**config.mk**
```make
export PLATFORM = sky130hd
export DESIGN_NAME = mem_port_arbiter
export DESIGN_NICKNAME = d
export VERILOG_FILES = /design/src/rtl/mem_port_arbiter.sv
export SDC_FILE = /design/constraint.sdc
export NUM_CORES = 1
export LEC_CHECK = 0
export CAP_MARGIN = 20
export CORE_MARGIN = 8
export CORE_UTILIZATION = 42
export DETAILED_ROUTE_END_ITERATION = 12
export PLACE_DENSITY = 0.8
export SYNTH_ARGS = -nofsm -noshare
export SYNTH_HDL_FRONTEND = slang
export SYNTH_SLANG_ARGS = --single-unit
```
**constraint.sdc**
```tcl
create_clock -name clk -period 2.4 [get_ports clk]
set_input_delay 0.36 -clock clk [delete_from_list [all_inputs] [get_ports clk]]
set_output_delay 0.36 -clock clk [all_outputs]
set_load 0.02 [all_outputs]
```
**src/rtl/mem_port_arbiter.sv**
```systemverilog
`default_nettype none
// ============================================================================
// Module   : mem_port_arbiter
// Purpose  : Memory-side responder for the pipeline's two memory initiators.
//            The IF port is read-only and the MEM port is read/write. Both
//            share one physical-memory port. Each initiator holds its request
//            until it sees its one-cycle resp pulse.
// Ports    : clk, reset            - clock, synchronous active-high reset
//            if_*                  - IF initiator (read only)
//            mem_*                 - MEM initiator (read/write)
//            pmem_*                - physical memory / cache port
// Config   : ARB_ROUND_ROBIN_EN    - defined: round-robin tie-break
//                                    undefined: fixed D priority with a
//                                    starvation counter (STARVE_MAX)
// Revision : 1.0 - initial release
// ============================================================================
module mem_port_arbiter #(
  parameter int ADDR_W     = 16,
  parameter int DATA_W     = 16,
  parameter int STARVE_MAX = 4
) (
  input  logic              clk,
  input  logic              reset,
  // IF initiator
  input  logic [ADDR_W-1:0] if_memaddr,
  input  logic              if_memread,
  input  logic [1:0]        if_mem_byte_enable,
  output logic [DATA_W-1:0] if_mem_rdata,
  output logic              if_mem_resp,
  // MEM initiator
  input  logic [ADDR_W-1:0] mem_memaddr,
  input  logic              mem_memread,
  input  logic              mem_memwrite,
  input  logic [1:0]        mem_mem_byte_enable,
  input  logic [DATA_W-1:0] mem_mem_wdata,
  output logic [DATA_W-1:0] mem_mem_rdata,
  output logic              mem_mem_resp,
  // Physical memory
  output logic [ADDR_W-1:0] pmem_address,
  output logic              pmem_read,
  output logic              pmem_write,
  output logic [1:0]        pmem_byte_enable,
  output logic [DATA_W-1:0] pmem_wdata,
  input  logic [DATA_W-1:0] pmem_rdata,
  input  logic              pmem_resp
);

  typedef enum logic [2:0] {
    ST_IDLE   = 3'd0,
    ST_I_BUSY = 3'd1,
    ST_D_BUSY = 3'd2,
    ST_I_DONE = 3'd3,
    ST_D_DONE = 3'd4
  } state_t;

  state_t r_state;
  logic   r_abort;

`ifdef ARB_ROUND_ROBIN_EN
  localparam logic c_PORT_I = 1'b0;
  localparam logic c_PORT_D = 1'b1;
  logic r_rr_last;
  // Clear until the first grant after reset, so the very first tie still
  // goes to D; from then on ties alternate against r_rr_last.
  logic r_rr_seen;
`else
  localparam int c_CNT_W = (STARVE_MAX < 1) ? 1 : $clog2(STARVE_MAX + 1);
  localparam logic [c_CNT_W-1:0] c_STARVE_MAX = c_CNT_W'(STARVE_MAX);
  logic [c_CNT_W-1:0] r_starve_cnt;
`endif

  logic w_req_i;
  logic w_req_d;
  logic w_req_any;
  logic w_grant_d;
  logic w_owner_drop;
  logic w_abort_nxt;

  assign w_req_i   = if_memread;
  assign w_req_d   = mem_memread | mem_memwrite;
  assign w_req_any = w_req_i | w_req_d;

  // Owner withdrawing its request mid-transaction (e.g. pipeline flush).
  // Also looked at in the pmem_resp cycle so a same-cycle drop suppresses resp.
  assign w_owner_drop = ((r_state == ST_I_BUSY) && !w_req_i) ||
                        ((r_state == ST_D_BUSY) && !w_req_d);
  assign w_abort_nxt  = r_abort | w_owner_drop;

  // Winner selection; only meaningful in IDLE with at least one request.
  always_comb begin
    w_grant_d = w_req_d;
    if (w_req_i && w_req_d) begin
`ifdef ARB_ROUND_ROBIN_EN
      w_grant_d = !r_rr_seen || (r_rr_last == c_PORT_I);
`else
      w_grant_d = (r_starve_cnt != c_STARVE_MAX);
`endif
    end
  end

  always_ff @(posedge clk) begin
    if (reset) begin
      r_state          <= ST_IDLE;
      r_abort          <= 1'b0;
      if_mem_rdata     <= '0;
      if_mem_resp      <= 1'b0;
      mem_mem_rdata    <= '0;
      mem_mem_resp     <= 1'b0;
      pmem_address     <= '0;
      pmem_read        <= 1'b0;
      pmem_write       <= 1'b0;
      pmem_byte_enable <= '0;
      pmem_wdata       <= '0;
`ifdef ARB_ROUND_ROBIN_EN
      r_rr_last        <= c_PORT_D;
      r_rr_seen        <= 1'b0;
`else
      r_starve_cnt     <= '0;
`endif
    end else begin
      case (r_state)
        ST_IDLE: begin
          if (w_req_any) begin
            r_abort <= 1'b0;
            if (w_grant_d) begin
              r_state          <= ST_D_BUSY;
              pmem_address     <= mem_memaddr;
              // read+write together is treated as a write
              pmem_read        <= ~mem_memwrite;
              pmem_write       <= mem_memwrite;
              pmem_byte_enable <= mem_mem_byte_enable;
              pmem_wdata       <= mem_mem_wdata;
            end else begin
              r_state          <= ST_I_BUSY;
              pmem_address     <= if_memaddr;
              pmem_read        <= 1'b1;
              pmem_write       <= 1'b0;
              pmem_byte_enable <= if_mem_byte_enable;
              pmem_wdata       <= '0;
            end
`ifdef ARB_ROUND_ROBIN_EN
            r_rr_last <= w_grant_d ? c_PORT_D : c_PORT_I;
            r_rr_seen <= 1'b1;
`endif
          end
        end

        ST_I_BUSY, ST_D_BUSY: begin
          // pmem_* stay frozen from the grant-time copies until completion.
          r_abort <= w_abort_nxt;
          if (pmem_resp) begin
            pmem_read  <= 1'b0;
            pmem_write <= 1'b0;
            r_abort    <= 1'b0;
            if (w_abort_nxt) begin
              r_state <= ST_IDLE;
            end else if (r_state == ST_I_BUSY) begin
              r_state      <= ST_I_DONE;
              if_mem_resp  <= 1'b1;
              if_mem_rdata <= pmem_rdata;
            end else begin
              r_state       <= ST_D_DONE;
              mem_mem_resp  <= 1'b1;
              mem_mem_rdata <= pmem_write ? '0 : pmem_rdata;
            end
          end
        end

        ST_I_DONE, ST_D_DONE: begin
          if_mem_resp   <= 1'b0;
          if_mem_rdata  <= '0;
          mem_mem_resp  <= 1'b0;
          mem_mem_rdata <= '0;
          r_state       <= ST_IDLE;
        end

        default: begin
          r_state <= ST_IDLE;
        end
      endcase

`ifndef ARB_ROUND_ROBIN_EN
      // Count D grants that bypass a waiting I; any I grant or an idle I clears.
      if (!w_req_i) begin
        r_starve_cnt <= '0;
      end else if ((r_state == ST_IDLE) && w_req_any) begin
        if (!w_grant_d) begin
          r_starve_cnt <= '0;
        end else if (r_starve_cnt != c_STARVE_MAX) begin
          r_starve_cnt <= r_starve_cnt + 1'b1;
        end
      end
`endif
    end
  end

endmodule
`default_nettype wire
```
==> flow_summary.toml <==
[placement]
io_buffers = 143
place_hpwl_mm = 7.54
pre_cts_slack_ns = -0.0100
gp_congestion = 0.838

[yosys]
synth-edff-count = 0
synthCells = 357
synth.avg_cell_area_um2 = 9.17
synthArstFlopShare = 0
syn_nets = 433
yosys_warnings = 0
synth.cell_area_um2 = 3270
synthDistinctLibCells = 43
synth-seq-cells = 77
ys.flop_type = "dfxtp_1"
seq_area_frac_synth = 0.471

[clocking]
cts-root-buf = "clkbuf_8"
post_cts_resized = 0
clockBufferDepth = 2
hold_buffers = 0
cts.sinks = 77
htreeDepth = 3
clk_pin_slew_ns = 0.08
numCtsBuffers = 9
cts_tree = "yes"
clk-insertion-delay-late_ns = 0.34
post-cts-setup-buffers = 0

[sta]
maxSlewViolCount = 0
rsz0062_at_grt = "no"
fin_setup_tns_ns = 0
hold_violations = 0
tightest_slew_ns = 0.983
fin_crit_sh = 0.862
period_needed_ns = 2.07
setup_slack_ns = 0.331
max_slew_margin = 0.344
timing.fmax_mhz = 483
hold_slack_ns = 0.476
skew_ns = 0.0125
finalSetupViolations = 0

[layout]
final_common_cell = "clkdlybuf4s50_1"
mostFrequentLayoutCells = "clkdlybuf4s50_1 (142), dfxtp_1 (77), nand2_1 (44)"
post-route-util = 0.648
final_nets = 571
nFillCells = 635
area_delta_synth_final_pct = 51.4
drive_gt1_frac = 0.0720
diodes = 0

[detailed_routing]
route.detailed.drc = 0
routed-via-count = 3108
drt-total-wl_mm = 10.2
wl_per_cell_um = 16.9
antenna_left = 0
drt_iter0_markers = 113
drt_first_pass_iters = 4
via_per_inst = 5.16

[power_and_ir_drop]
power_density_nw_per_um2 = 781
p_leak_uw = 0.00178
totalPowerFinal_uw = 3870
ir_drop_mv = 0.483

[global_routing]
grt_overflow_total = 0
grt_pass1_wl_mm = 16.6
grt_max_degree = 35
antenna_found_initial = 0
grt_pass1_vias = 3253
grt_use_total = 0.184

[floorplanning]
pin_count = 144
die_x_um = 104
core.rowCount = 32
coreArea_um2 = 7650
die_y_um = 104
dieArea_um2 = 10900
start_util = 0.428

[worst_setup_path]
worstPathMaxFanout = 16
worst_r2r_endpoint = "mem_mem_rdata[1]"
ff2ff_setup_slack_ns = 0.49
worstSetupPathType = "primary input to register"
ff2ff_path_depth = 3
cp-endpoint = "mem_mem_rdata[1]"
critPathRequiredTime_ns = 2.66
cp-start-kind = "primary input"
critical_path_arrival_ns = 2.33
reg2reg_from = "r_state[1]"
crit_path_start = "pmem_resp"
cp-end-kind = "register"

[run_status]
status = "finished, final reports clean"

[worst_hold_path]
min_path_type = "register to register"
hold_start = "if_mem_rdata[5]"

[flow_run]
cap_violations = 0
[kinds of logic (layout without fill, tap and decap cells)]
| family | Yosys count | in the layout | synth area share |
|---|---|---|---|
| compound gates | 90 | 90 | 0.193 |
| mux | 25 | 25 | 0.0764 |
| xor+xnor | 1 | 1 | 0.00268 |
| simple gates | 120 | 120 | 0.187 |
| fa+ha+maj | 2 | 2 | 0.00764 |
| flops | 77 | 77 | 0.471 |
| buf+inv | 42 | 185 | 0.0623 |
[worst min-delay path by stage]
| stage | to | slack, ns | cells after the start |
|---|---|---|---|
| 6_report | if_mem_rdata[5] | 0.48 | 2 |
| 5_1_grt | mem_mem_rdata[2] | 0.50 | 2 |
| 4_1_cts | mem_mem_rdata[6] | 0.48 | 2 |
| 3_5_place_dp | if_mem_rdata[9] | 0.46 | 2 |
| 3_3_place_gp | mem_mem_rdata[3] | 0.46 | 2 |
| 2_1_floorplan | r_starve_cnt[1] | 0.47 | 2 |
[power breakdown]
group | switching, uW | internal, uW | leakage, uW
logic | 766 | 689 | 0.00107
registers | 122 | 1450 | 0.000629
clock network | 470 | 378 | 0.0000795
[through the flow]
step / instances / area (um2)
after floorplan: 357 / 3270
final: 602 / 4960
after detailed placement: 586 / 4790
after global placement: 586 / 4790
after global routing: 602 / 4960
after CTS: 602 / 4960
[synthesized netlist by cell type, drive strengths merged, types with 2 or more instances]
| master | count | area (um2) |
|---|---|---|
| dfxtp | 77 | 1540 |
| nand2 | 44 | 165 |
| a22oi | 34 | 255 |
| nand2b | 33 | 206 |
| a21oi | 27 | 135 |
| mux2i | 25 | 250 |
| nor2 | 22 | 82.6 |
| clkbuf | 16 | 60.1 |
| inv | 15 | 56.3 |
| buf | 11 | 87.6 |
| o32ai | 10 | 87.6 |
| a211oi | 4 | 42.5 |
| nor2b | 4 | 25.0 |
| o21ai | 4 | 20.0 |
| ha | 2 | 25.0 |
| nand3 | 2 | 10.0 |
| nor3b | 2 | 26.3 |
| nor4 | 2 | 12.5 |
| o22ai | 2 | 12.5 |
| or2 | 2 | 12.5 |
| or3 | 2 | 17.5 |
| or4 | 2 | 15.0 |
[flip-flops by register name, summed over array words and instances (netlist names)]
signal,cells
pmem_byte_enable,2
if_mem_resp,1
pmem_write,1
r_abort,1
pmem_read,1
pmem_address,16
r_starve_cnt,3
mem_mem_resp,1
mem_mem_rdata,16
pmem_wdata,16
r_state,3
if_mem_rdata,16
[worst max-delay path, cell delays in order]
cell             delay [ns]
clkdlybuf4s50_1        0.55
nor2b_1                0.24
a21oi_1                0.11
o21ai_2                0.77
mux2i_1                0.29
[routing by layer]
metal  vias to the layer above  GRT usage  part of all wire
li1                       1524          -                 -
met1                      1493      0.198              0.40
met2                        76      0.334              0.53
met3                        15     0.0508             0.054
met4                         0     0.0651             0.016
met5                         -          0                 0
[final cells by class]
cell class	instances	area (um2)	area share
Clock inverter	5	37.5	0.00757
Multi-Input combinational cell	238	1540	0.311
Clock buffer	11	131	0.0265
Timing Repair Buffer	154	1520	0.307
Sequential cell	77	1540	0.311
Tap cell	102	128	0.0257
Inverter	15	56.3	0.0114
Note: power is estimated with default switching activity, not from simulation.
